File: config.mk
export PLATFORM = sky130hd
export DESIGN_NAME = run_ctrl
export DESIGN_NICKNAME = d
export VERILOG_FILES = /design/src/rtl/run_ctrl_pkg.sv /design/src/rtl/key_debounce.sv /design/src/rtl/run_ctrl.sv
export SDC_FILE = /design/constraint.sdc
export NUM_CORES = 1
export LEC_CHECK = 0
export ABC_AREA = 1
export CAP_MARGIN = 10
export CORE_UTILIZATION = 50
export CTS_CLUSTER_DIAMETER = 120
export CTS_CLUSTER_SIZE = 10
export DETAILED_ROUTE_END_ITERATION = 8
export GPL_ROUTABILITY_DRIVEN = 0
export PLACE_DENSITY = 0.81
export SLEW_MARGIN = 15
export SYNTH_ARGS = -nofsm -noshare
export SYNTH_HDL_FRONTEND = slang
export SYNTH_SLANG_ARGS = --single-unit
export TNS_END_PERCENT = 1
File: constraint.sdc
create_clock -name clk -period 4.5 [get_ports clk]
set_input_delay 0.9 -clock clk [delete_from_list [all_inputs] [get_ports clk]]
set_output_delay 0.9 -clock clk [all_outputs]
set_load 0.01 [all_outputs]
File: src/rtl/run_ctrl_pkg.sv
// rtl/run_ctrl_pkg.sv - shared run-control state encoding
package run_ctrl_pkg;

    typedef enum logic [1:0] {
        ST_HALT  = 2'd0,
        ST_RUN   = 2'd1,
        ST_STEP  = 2'd2,
        ST_BREAK = 2'd3
    } run_state_t;

    localparam logic [1:0] STATE_HALT  = 2'd0;
    localparam logic [1:0] STATE_RUN   = 2'd1;
    localparam logic [1:0] STATE_STEP  = 2'd2;
    localparam logic [1:0] STATE_BREAK = 2'd3;

endpackage

File: src/rtl/key_debounce.sv
// rtl/key_debounce.sv - active-low key synchronizer, debouncer and press pulse
module key_debounce #(
    parameter int DEBOUNCE_CYCLES = 500000
) (
    input  logic clk,
    input  logic reset_n,
    input  logic key_n_i,
    output logic press_o
);

    localparam int CW = (DEBOUNCE_CYCLES > 1) ? $clog2(DEBOUNCE_CYCLES) : 1;
    localparam logic [CW-1:0] CNT_MAX = CW'(DEBOUNCE_CYCLES - 1);

    logic          sync1_q, sync1_d;
    logic          sync2_q, sync2_d;
    logic          level_q, level_d;
    logic          level_prev_q, level_prev_d;
    logic          press_q, press_d;
    logic [CW-1:0] cnt_q, cnt_d;

    always_comb begin
        sync1_d      = key_n_i;
        sync2_d      = sync1_q;
        level_d      = level_q;
        cnt_d        = '0;
        level_prev_d = level_q;
        // Any sample that agrees with the accepted level restarts the count.
        if (sync2_q != level_q) begin
            if (cnt_q == CNT_MAX) begin
                level_d = sync2_q;
            end else begin
                cnt_d = cnt_q + CW'(1);
            end
        end
        press_d = level_prev_q & ~level_q;
    end

    always_ff @(posedge clk or negedge reset_n) begin
        if (!reset_n) begin
            sync1_q      <= 1'b1;
            sync2_q      <= 1'b1;
            level_q      <= 1'b1;
            level_prev_q <= 1'b1;
            press_q      <= 1'b0;
            cnt_q        <= '0;
        end else begin
            sync1_q      <= sync1_d;
            sync2_q      <= sync2_d;
            level_q      <= level_d;
            level_prev_q <= level_prev_d;
            press_q      <= press_d;
            cnt_q        <= cnt_d;
        end
    end

    assign press_o = press_q;

endmodule

File: src/rtl/run_ctrl.sv
// rtl/run_ctrl.sv - core clock-enable sequencer with step, breakpoint and cycle counter
module run_ctrl
    import run_ctrl_pkg::*;
#(
    parameter int DEBOUNCE_CYCLES = 500000,
    parameter int ADDR_W          = 32,
    parameter int CNT_W           = 32
) (
    input  logic              clk,
    input  logic              reset_n,
    input  logic              run_mode_i,
    input  logic              step_key_n_i,
    input  logic              bp_en_i,
    input  logic [ADDR_W-1:0] bp_addr_i,
    input  logic [ADDR_W-1:0] pc_i,
    input  logic              cnt_clr_i,
    output logic              cpu_en_o,
    output logic [1:0]        state_o,
    output logic              halted_o,
    output logic              bp_hit_o,
    output logic [CNT_W-1:0]  cycle_cnt_o
);

    run_state_t       state_q, state_d;
    logic             run_s1_q, run_s1_d;
    logic             run_s2_q, run_s2_d;
    logic [CNT_W-1:0] cnt_q, cnt_d;
    logic             press;
    logic             bp_match;
    logic             cpu_en;

    key_debounce #(
        .DEBOUNCE_CYCLES(DEBOUNCE_CYCLES)
    ) u_step_key (
        .clk     (clk),
        .reset_n (reset_n),
        .key_n_i (step_key_n_i),
        .press_o (press)
    );

    assign bp_match = bp_en_i && (pc_i == bp_addr_i);

    always_ff @(posedge clk or negedge reset_n) begin
        if (!reset_n) begin
            state_q  <= ST_HALT;
            run_s1_q <= 1'b0;
            run_s2_q <= 1'b0;
            cnt_q    <= '0;
        end else begin
            state_q  <= state_d;
            run_s1_q <= run_s1_d;
            run_s2_q <= run_s2_d;
            cnt_q    <= cnt_d;
        end
    end

    // Run request beats a coincident press in HALT; the press is simply lost.
    always_comb begin
        run_s1_d = run_mode_i;
        run_s2_d = run_s1_q;
        state_d  = state_q;
        unique case (state_q)
            ST_HALT: begin
                if (run_s2_q)   state_d = ST_RUN;
                else if (press) state_d = ST_STEP;
            end
            ST_RUN: begin
                if (!run_s2_q)     state_d = ST_HALT;
                else if (bp_match) state_d = ST_BREAK;
            end
            ST_STEP: state_d = ST_HALT;
            ST_BREAK: begin
                if (!run_s2_q)  state_d = ST_HALT;
                else if (press) state_d = ST_STEP;
            end
            default: state_d = ST_HALT;
        endcase
    end

    // The breakpoint compare gates the enable combinationally so the
    // matching instruction never executes while running.
    always_comb begin
        cpu_en   = (state_q == ST_STEP) || ((state_q == ST_RUN) && !bp_match);
        halted_o = (state_q == ST_HALT) || (state_q == ST_BREAK);
        bp_hit_o = (state_q == ST_BREAK);
        if (cnt_clr_i)   cnt_d = '0;
        else if (cpu_en) cnt_d = cnt_q + CNT_W'(1);
        else             cnt_d = cnt_q;
    end

    assign cpu_en_o    = cpu_en;
    assign state_o     = state_q;
    assign cycle_cnt_o = cnt_q;

endmodule

; Word-level counts from Yosys, hierarchy flattened
; Index checks and enable logic that the tools add are counted.
[totals]
regBits = 60
latch_bits = 0
mem_bits_rw = 0
mem_bits_ro = 0
out_inout_bits = 37
n_memories = 0
[classes]
n_addsub = 2
multipliers = 0
div_mod_pow = 0
n_lt_le_gt_ge = 0
n_eq_ne = 7
shift = 0
muxes = 10
bitwise_logic = 2
reduce_logical = 8
[ops]
columns = cell, count
row1 = $mux W32, 2
row2 = $mux W19, 2
row3 = $add A32 B1 Y32 const B, 1
row4 = $eq A32 B32 Y1, 1
row5 = $add A19 B1 Y19 const B, 1
row6 = $eq A19 B19 Y1 const B, 1
row7 = $mux W2, 5
row8 = $pmux W2 S4, 1
row9 = $eq A2 B2 Y1 const B, 2
row10 = $ne A3 B3 Y1 const B, 1
row11 = $eq A2 B1 Y1 const B, 1
row12 = $logic_and A1 B1 Y1, 2
row13 = $logic_not A2 Y1, 1
row14 = $logic_or A1 B1 Y1, 2
row15 = $reduce_and A2 Y1, 1
row16 = $reduce_bool A2 Y1, 1
row17 = $and A1 B1 Y1, 1
row18 = $logic_not A1 Y1, 1
row19 = $ne A1 B1 Y1, 1
row20 = $not A1 Y1, 1

; Logic depth before layout (Yosys ltp)
; Gate-level depths: netlist of the first run.
[depth]
ltp_word = 7
mapped_depth = 14
mapped_depth_nobuf = 13

; Modules after synthesis
; A second synthesis of the first run with hierarchy kept.
[hier_totals]
hier_cells = 637
hier_area_um2 = 4396.7
[modules_own_cells]
columns = module, n_inst, cells_each, area_per_inst_um2
row1 = run_ctrl, 1, 486, 3150.5
row2 = key_debounce, 1, 151, 1246.2

; Worst setup path after synthesis of the first run
; OpenSTA, ideal clock, no wires.
[synth_timing]
path_type = input to output
start = in bp_addr_i[8]
end = out cpu_en_o
arrival_ns = 1.703
setup_slack_ns = 1.897
stages = 8
n_path_buf = 0
cell_sequence = xnor2_1 -> nand2_1 -> nor2_1 -> nand2_1 -> nor2_1 -> nand3_1 -> nand2_2 -> nand2_1
[synth_between]
elab_chain_cells = 5
[synth_rtl]
columns = item, line
row1 = from (decl), run_ctrl.sv:14  ; input logic [ADDR_W-1:0] bp_addr_i,
row2 = $eq A32 B32 Y1, run_ctrl.sv:41  ; assign bp_match = bp_en_i && (pc_i == bp_addr_i);
row3 = $logic_and A1 B1 Y1, run_ctrl.sv:41
row4 = $logic_not A1 Y1, run_ctrl.sv:83  ; cpu_en = (state_q == ST_STEP) || ((state_q == ST_RUN) && !bp_match);
row5 = $logic_and A1 B1 Y1, run_ctrl.sv:83
row6 = $logic_or A1 B1 Y1, run_ctrl.sv:83
row7 = to (decl), run_ctrl.sv:17  ; output logic cpu_en_o,
; Every way passes these cells.

; Worst setup path in the final report of the first run
[layout_timing]
start = in bp_addr_i[7]
end = out cpu_en_o
; Same word-level chain as after synthesis.

==> out/metrics.cfg, run 1 <==
[sta]
fin_skew_ps = 8.05
rsz0062_at_grt = no
fmax_mhz = 268
worstMarginPinSlew_ps = 688
fin_crit_sh_pct = 83.0
report.final.hold_viol_count = 0
holdWs_ps = 352
maxSlewHeadroom_pct = 54.0
drv_slew = 0
setup_tns_ps = 0
min_period_ps = 3740
setup_viol = 0
postLayoutSetupSlackWorst_ps = 763

[setup_path]
required_ps = 3600
critPathSlowestCell = clkdlybuf4s50_1
crit_path_max_incr_delay_ps = 550
cp-start-kind = primary input
cp-end-kind = primary output
crit_chain = clkdlybuf4s50_1 -> inv_1 -> nand2_1 -> o21ai_0 -> nor2_1 -> nand3_1 -> nor2_1 -> nand3_1 -> nand2_2 -> nand2_1 -> clkdlybuf4s50_1
worst-setup-path-type = in -> out
path_max_fanout = 7
critPathArrivalTime_ps = 2840

[cells_and_area]
antenna_cells = 0
multi_input_area_mm2 = 0.00240
n_fill_cell = 676
layout-drive-gt1-share_pct = 8.49
final_core_util_pct = 68.8
fin_area_mm2 = 0.00568
layout.area.seq_mm2 = 0.00151
finalNonFillerCells = 835
area_growth_pct = 31.9
nets = 802

[clock_network]
clkSlewWorstSetupHoldPaths_ps = 70
cts_max_level = 3
tritoncts = yes
post_cts_buffers = 0
cts_buffers = 9
ctsHoldBuffers = 0
clk_latency_ps = 350
cts_resized = 0
root_buffer = clkbuf_8
clk_path_buf_depth = 2
cts.sinks = 60

[yosys]
ys.flop_type = dfrtp_1
syn_nets = 696
synth_cell_types = 38
synth_top_area_cell = dfrtp_1
synthTopCellsByArea = dfrtp_1 33%, nand2_1 17%, nor2_1 7.3%
synthCells = 620
yosysMostFrequentCell = nand2_1
ys_top_cells_by_count = 190 x nand2_1, 84 x nor2_1, 80 x inv_1
seq_area_frac_synth_pct = 35.0
avgSynthCellArea_um2 = 6.95
synth_top_cell_area_share_pct = 32.5
async_flop_share_pct = 100
ys_seq_elements = 60
ys_warn_count = 0
mappedNetlistArea_mm2 = 0.00431
synth-edff-count = 0

[floorplanning]
initial_core_util_pct = 52.2
die_w_um = 94.8
coreArea_mm2 = 0.00826
rows = 33
ios = 107
die-area_mm2 = 0.00899
dieHeight_um = 94.8

[pwr]
powerDensity_mw_per_mm2 = 282
ir_drop_v = 0.000188
fin_total_pwr_mw = 1.60
p_leak_nw = 2.61

[placement]
dpl.hpwl_mm = 8.51
port_buffers = 106
postPlaceCellArea_mm2 = 0.00545
dp.cells = 820
pre_cts_ws_ps = 757

[global_route]
grt_max_degree = 42
gr-total-overflow = 0
grt_pass1_wl_mm = 19.1
antenna_found_initial = 0
grt.total_usage_pct = 27.0
grt_pass1_vias = 4134

[flow_run]
cap_violations = 0

[detailed_routing]
vias = 4380
via_per_inst = 5.25
ant_nets = 0
detail_route.first_pass.iterations = 5
finalWirelength_mm = 11.6
wl_per_cell_um = 13.8
drtIter0Drc = 212
drc = 0

[status]
status = complete, no violations

[hold_path]
hold_path_class = reg -> reg

## registers in the layout (all words and copies together), names as in the netlist
signal and cells:
u_step_key.level_prev_q 1, run_s2_q 1, cycle_cnt_o 32, u_step_key.level_prev_d 1
u_step_key.press_o 1, u_step_key.sync2_q 1, u_step_key.cnt_q 19, u_step_key.sync1_q 1
state_o 2, run_s1_q 1
## worst paths after layout
check / cells after the start / endpoint / slack (ps) / startpoint
worst min register to register: 0 / run_s2_q / 350 / run_s1_q
worst min-delay path: 0 / run_s2_q / 350 / run_s1_q
max in group asynchronous: 2 / u_step_key.level_prev_q / 3110 / reset_n
worst max register to register: 10 / cycle_cnt_o[24] / 2590 / cycle_cnt_o[0]
min in group asynchronous: 1 / cycle_cnt_o[0] / 490 / reset_n
worst max-delay path: 11 / cpu_en_o / 760 / bp_addr_i[7]
## cell type report
cell class,count,share of cell area [%]
Clock inverter,3,1.21
Inverter,87,5.75
Tap cell,105,2.31
Sequential cell,60,26.5
Timing Repair Buffer,110,19.1
Clock buffer,12,2.91
Multi-Input combinational cell,458,42.2
## where the power goes
part           switching, mW  total, mW  leakage, nW  internal [mW]
Sequential            0.0316      0.593        0.813          0.562
Clock                  0.220      0.576        0.119          0.355
Combinational          0.252      0.431         1.68          0.179
## metal layers
metal	global-route usage, %	up-vias	wire length (um)	part of all wire [%]
li1	-	2172	-	-
met1	34.6	2005	4930	43
met2	45.5	184	5380	47
met3	6.04	19	1060	9.2
met4	7.45	0	185	1.6
met5	0	-	0	0
## critical path, delay by kind of cell
kind            cells  cell delay (ps)
compound gates      1               70
simple gates        7              750
buf+inv             3             1100
## layout by cell type (no fill, tap or decap), drive strengths merged
cell             n
o21ai           12
nor3            18
bufinv           2
nor2            94
inv             86
a21oi           11
nand2          193
clkdlybuf4s50  105
buf              5
mux2             1
o21bai           1
dfrtp           56
ha               6
nor3b            1
o22ai            2
dfstp            4
xnor2           16
nor4             2
o21a             1
nand4           42
a31oi            1
nand3b           2
a211oi           2
clkinv           2
or2              1
xor2            27
clkbuf          12
nand3           25
## cells by family (layout without fill, tap and decap cells)
| family | count (synthesis) | after routing | synth area share (%) |
|---|---|---|---|
| muxes | 1 | 1 | 0.261 |
| buffers and inverters | 102 | 212 | 9.41 |
| adders and majority gates | 6 | 6 | 1.74 |
| xor gates and xnor gates | 43 | 43 | 8.74 |
| AOI/OAI and AO/OA | 30 | 30 | 3.89 |
| DFF | 60 | 60 | 35.0 |
| and+or+nand+nor | 378 | 378 | 41.0 |
No activity file was read; power rests on OpenSTA's default activity.
==> inputs of run 2 (changes only) <==
==> constraint.sdc (replaced) <==
create_clock -name clk -period 3.63 [get_ports clk]
set_input_delay 0.726 -clock clk [delete_from_list [all_inputs] [get_ports clk]]
set_output_delay 0.726 -clock clk [all_outputs]
set_load 0.01 [all_outputs]
==> out/metrics.cfg, run 2 (synthesized netlist as in run 1, its figures left out) <==
[status]
status = complete, no violations  ; unchanged

[clock_network]
cts_max_level = 3  ; unchanged
cts.sinks = 60  ; unchanged
cts_buffers = 9  ; unchanged
post_cts_buffers = 0  ; unchanged
clk_latency_ps = 350  ; about the same
clk_path_buf_depth = 2  ; unchanged
cts_resized = 0  ; unchanged
root_buffer = clkbuf_8  ; unchanged
ctsHoldBuffers = 0  ; unchanged
clkSlewWorstSetupHoldPaths_ps = 70  ; about the same
tritoncts = yes  ; unchanged

[placement]
port_buffers = 106  ; unchanged
dpl.hpwl_mm = 8.82  ; was 8.51 mm
pre_cts_ws_ps = 359  ; was 757 ps
postPlaceCellArea_mm2 = 0.00546  ; was 0.00545 mm^2
dp.cells = 822  ; was 820

[sta]
fmax_mhz = 309
report.final.hold_viol_count = 0  ; unchanged
holdWs_ps = 304  ; was 352 ps
fin_crit_sh_pct = 89.3
drv_slew = 0  ; unchanged
maxSlewHeadroom_pct = 57.1  ; was 54.0%
setup_viol = 0  ; unchanged
min_period_ps = 3240
worstMarginPinSlew_ps = 643  ; was 688 ps
fin_skew_ps = 8.35  ; was 8.05 ps
setup_tns_ps = 0  ; unchanged
postLayoutSetupSlackWorst_ps = 390  ; was 763 ps
rsz0062_at_grt = no  ; unchanged

[pwr]
fin_total_pwr_mw = 1.97  ; was 1.60 mW
powerDensity_mw_per_mm2 = 347  ; was 282 mW/mm^2
p_leak_nw = 2.60  ; was 2.61 nW
ir_drop_v = 0.000257  ; was 0.000188 V

[setup_path]
critPathArrivalTime_ps = 2510  ; was 2840 ps
ff2ff_path_depth = 8  ; was 10
cp-start-kind = primary input  ; unchanged
cp-end-kind = primary output  ; unchanged
path_max_fanout = 2  ; was 7
worst-setup-path-type = in -> out  ; unchanged
required_ps = 2900  ; was 3600 ps

[cells_and_area]
area_growth_pct = 32.0  ; was 31.9%
final_common_cell = nand2_1  ; unchanged
finalNonFillerCells = 838  ; was 835
fin_area_mm2 = 0.00569  ; was 0.00568 mm^2
layout_common_cells = 190 x nand2_1, 105 x clkdlybuf4s50_1, 84 x nor2_1, 80 x inv_1, 56 x dfrtp_1  ; was 190 x nand2_1, 105 x clkdlybuf4s50_1, 84 x nor2_1, 79 x inv_1, 56 x dfrtp_1
largest_register_ffs = 32  ; unchanged
n_fill_cell = 695  ; was 676
nets = 804  ; was 802
antenna_cells = 0  ; unchanged
layout-drive-gt1-share_pct = 8.73  ; was 8.49%
final_core_util_pct = 68.9  ; was 68.8%

[global_route]
grt.total_usage_pct = 27.8  ; was 27.0%
grt_pass1_wl_mm = 19.4  ; was 19.1 mm
antenna_found_initial = 0  ; unchanged
gr-total-overflow = 0  ; unchanged
grt_max_degree = 43  ; was 42
grt_pass1_vias = 4247  ; was 4,134

[floorplanning]
coreArea_mm2 = 0.00826  ; unchanged
ios = 107  ; unchanged
die_w_um = 94.8  ; unchanged
initial_core_util_pct = 52.2  ; unchanged
dieHeight_um = 94.8  ; unchanged
die-area_mm2 = 0.00899  ; unchanged
rows = 33  ; unchanged

[detailed_routing]
drc = 0  ; unchanged
vias = 4385  ; was 4,380
drtIter0Drc = 271  ; was 212
ant_nets = 0  ; unchanged
detail_route.first_pass.iterations = 6  ; was 5
via_per_inst = 5.23  ; was 5.25
finalWirelength_mm = 11.7  ; was 11.6 mm
wl_per_cell_um = 13.9  ; was 13.8 um

[flow_run]
cap_violations = 0  ; unchanged

[hold_path]
hold_path_class = in -> async  ; was reg -> reg

-- run 2: cell types whose count changed in the layout (fill, tap and decap cells not counted), sizes merged --
cell and change:
clkinvlp +3, buf +2, clkbuf -2
-- run 2: final timing paths --
check	startpoint	to	slack, ps
worst max-delay path	bp_addr_i[7]	cpu_en_o	390
worst min-delay path	reset_n	cycle_cnt_o[30]	300
worst max register to register	cycle_cnt_o[10]	cycle_cnt_o[19]	1660
worst min register to register	run_s1_q	run_s2_q	350
max in group asynchronous	reset_n	u_step_key.sync2_q	2420
min in group clk	run_s1_q	run_s2_q	350
-- run 2: critical path, cell delays in order --
cell and delay, ps:
clkdlybuf4s50_1 490, inv_1 50, nand2_1 50, o21ai_0 70
nor2_1 120, nand3_1 90, nor2_1 150, nand3_1 110
nand2_2 80, nand2_1 90, clkdlybuf4s50_1 500
-- run 2: layout make-up --
type | count | area [um^2] | area share, %
multi-input cells | 458 | 2400 | 42.1
flip-flops and latches | 60 | 1510 | 26.5
repair buffers | 112 | 1100 | 19.4
inverters | 87 | 327 | 5.74
clock buffers | 10 | 138 | 2.42
well taps | 105 | 131 | 2.31
clock inverters | 6 | 87.6 | 1.54
-- run 2: routing by layer --
layer  vias up  track usage (%)  part of all wire, %
met5         -                0                    0
met4         0             8.08                  1.3
met3        17             6.12                  8.4
met1      2027             35.1                   42
li1       2183                -                    -
met2       158             47.4                   48
-- run 2: report_power, final --
| group | internal [mW] | switching (mW) | total [mW] |
|---|---|---|---|
| Sequential | 0.696 | 0.0411 | 0.737 |
| Combinational | 0.230 | 0.317 | 0.548 |
| Clock | 0.403 | 0.285 | 0.688 |
| Total | 1.33 | 0.644 | 1.97 |
==> inputs of run 3 (changes only) <==
--- a/config.mk
+++ b/config.mk
@@ -13,6 +13,7 @@
 export DETAILED_ROUTE_END_ITERATION = 8
 export GPL_ROUTABILITY_DRIVEN = 0
 export PLACE_DENSITY = 0.81
+export RECOVER_POWER = 50
 export SLEW_MARGIN = 15
 export SYNTH_ARGS = -nofsm -noshare
 export SYNTH_HDL_FRONTEND = slang
==> out/metrics.cfg, run 3 (synthesized netlist as in run 1, its figures left out) <==
[status]
status = complete, no violations  ; unchanged

[cells_and_area]
final_common_cell = nand2_1  ; unchanged
antenna_cells = 0  ; unchanged
n_fill_cell = 699  ; was 695
layout.area.seq_mm2 = 0.00151  ; unchanged
multi_input_area_mm2 = 0.00238  ; was 0.00240 mm^2
layout_common_cells = 191 x nand2_1, 103 x clkdlybuf4s50_1, 87 x nor2_1, 80 x inv_1, 56 x dfrtp_1  ; was 190 x nand2_1, 105 x clkdlybuf4s50_1, 84 x nor2_1, 80 x inv_1, 56 x dfrtp_1
area_growth_pct = 31.4  ; was 32.0%
layout-drive-gt1-share_pct = 7.78  ; was 8.73%
nets = 804  ; unchanged
largest_register_ffs = 32  ; unchanged

[sta]
drv_slew = 0  ; unchanged
setup_tns_ps = 0  ; unchanged
maxSlewHeadroom_pct = 31.5  ; was 57.1%
rsz0062_at_grt = no  ; unchanged
postLayoutSetupSlackWorst_ps = 387  ; was 390 ps
report.final.hold_viol_count = 0  ; unchanged
fmax_mhz = 308  ; was 309 MHz
worstMarginPinSlew_ps = 1030  ; was 643 ps
fin_crit_sh_pct = 89.3  ; about the same
fin_skew_ps = 8.84  ; was 8.35 ps
setup_viol = 0  ; unchanged
min_period_ps = 3240  ; about the same

[pwr]
pwr-share-comb_pct = 27.6  ; was 27.8%
ir_drop_v = 0.000255  ; was 0.000257 V
powerDensity_mw_per_mm2 = 348  ; was 347 mW/mm^2
power_frac_seq_pct = 37.4  ; about the same
p_clk_share_pct = 35.0  ; was 34.9%
p_sw_mw = 0.643  ; was 0.644 mW
fin_total_pwr_mw = 1.97  ; about the same
p_leak_nw = 2.60  ; about the same
power.internal_mw = 1.33  ; about the same
switching_share_pct = 32.6  ; about the same

[flow_run]
cap_violations = 0  ; unchanged

[setup_path]
crit_buf_inv = 3  ; unchanged
critPathTopFamily = buffers and inverters  ; unchanged
critPathArrivalTime_ps = 2520  ; was 2510 ps
worstReg2RegEnd = u_step_key.cnt_q[18]  ; was cycle_cnt_o[19]
required_ps = 2900  ; about the same
path_max_fanout = 2  ; unchanged
crit_chain = clkdlybuf4s50_1 -> inv_1 -> nand2_1 -> o21ai_0 -> nor2_1 -> nand3_1 -> nor2_1 -> nand3_1 -> nand2_2 -> nand2_1 -> clkdlybuf4s50_1  ; unchanged
critPathSlowestCell = clkdlybuf4s50_1  ; unchanged
crit_path_max_incr_delay_ps = 500  ; about the same
ff2ff_path_depth = 11  ; was 8
cp-end-kind = primary output  ; unchanged
worst-setup-path-type = in -> out  ; unchanged
r2r_start = u_step_key.cnt_q[0]  ; was cycle_cnt_o[10]
cp-start-kind = primary input  ; unchanged
ff2ff_setup_slack_ps = 1480  ; was 1660 ps

[global_route]
grt_max_degree = 43  ; unchanged
grt_pass1_wl_mm = 19.4  ; unchanged
gr-total-overflow = 0  ; unchanged
grt.total_usage_pct = 27.8  ; unchanged
antenna_found_initial = 0  ; unchanged
grt_pass1_vias = 4247  ; unchanged

[detailed_routing]
ant_nets = 0  ; unchanged
wl_per_cell_um = 13.9  ; about the same
drtIter0Drc = 316  ; was 271
finalWirelength_mm = 11.7  ; about the same
drc = 0  ; unchanged
vias = 4384  ; was 4,385
via_per_inst = 5.23  ; about the same
detail_route.first_pass.iterations = 5  ; was 6

[clock_network]
ctsHoldBuffers = 0  ; unchanged
root_buffer = clkbuf_8  ; unchanged
clk_path_buf_depth = 2  ; unchanged
cts.sinks = 60  ; unchanged
tritoncts = yes  ; unchanged
cts_buffers = 9  ; unchanged
post_cts_buffers = 0  ; unchanged
cts_resized = 0  ; unchanged
clk_latency_ps = 350  ; about the same
clkSlewWorstSetupHoldPaths_ps = 70  ; about the same
cts_max_level = 3  ; unchanged

[floorplanning]
dieHeight_um = 94.8  ; unchanged
rows = 33  ; unchanged
ios = 107  ; unchanged
die-area_mm2 = 0.00899  ; unchanged
coreArea_mm2 = 0.00826  ; unchanged
die_w_um = 94.8  ; unchanged
initial_core_util_pct = 52.2  ; unchanged

[hold_path]
hold_path_class = reg -> reg  ; was in -> async
worstHoldStart = run_s1_q
min_path_cells = 0
holdPathEnd = run_s2_q

[placement]
dpl.hpwl_mm = 8.82  ; unchanged
pre_cts_ws_ps = 359  ; unchanged
port_buffers = 106  ; unchanged

-- run 3: final cells by class --
class / instances / area share, %
repair buffers: 112 / 19.4
clock inverters: 6 / 1.55
inverters: 87 / 5.77
flip-flops and latches: 60 / 26.6
clock buffers: 10 / 2.43
well taps: 105 / 2.32
multi-input cells: 458 / 42.0
-- run 3: worst max path at each step --
stage / from / endpoint / slack [ps] / depth (start not counted)
floorplan: bp_addr_i[8] / cpu_en_o / 1380 / 8
global placement: bp_addr_i[7] / cpu_en_o / 360 / 11
detailed placement: bp_addr_i[7] / cpu_en_o / 360 / 11
CTS: bp_addr_i[7] / cpu_en_o / 350 / 11
global route: pc_i[7] / cpu_en_o / 240 / 11
finish: bp_addr_i[7] / cpu_en_o / 390 / 11
-- run 3: power by group through the flow --
stage	Clock, mW	Combinational [mW]	Sequential, mW
global route	0.728	0.605	0.741
finish	0.690	0.545	0.737
CTS	0.699	0.548	0.737
detailed placement	0	0.544	0.749
global placement	0	0.527	0.745
floorplan	0	0.291	0.749
-- run 3: per-stage QoR --
step	hold WS [ps]	util [%]	instances	area, um^2
floorplan	331	-	620	4310
global placement	337	66.2	822	5460
detailed placement	341	66.2	822	5460
CTS	312	68.9	838	5690
global route	359	68.6	838	5660
finish	352	68.6	838	5660
-- run 3: per-layer routing --
metal	up-vias	share of wire, %	GRT usage (%)
met1	2018	42	35.1
met4	0	1.3	8.08
li1	2182	-	-
met2	170	48	47.4
met5	-	0	0
met3	14	8.8	6.12
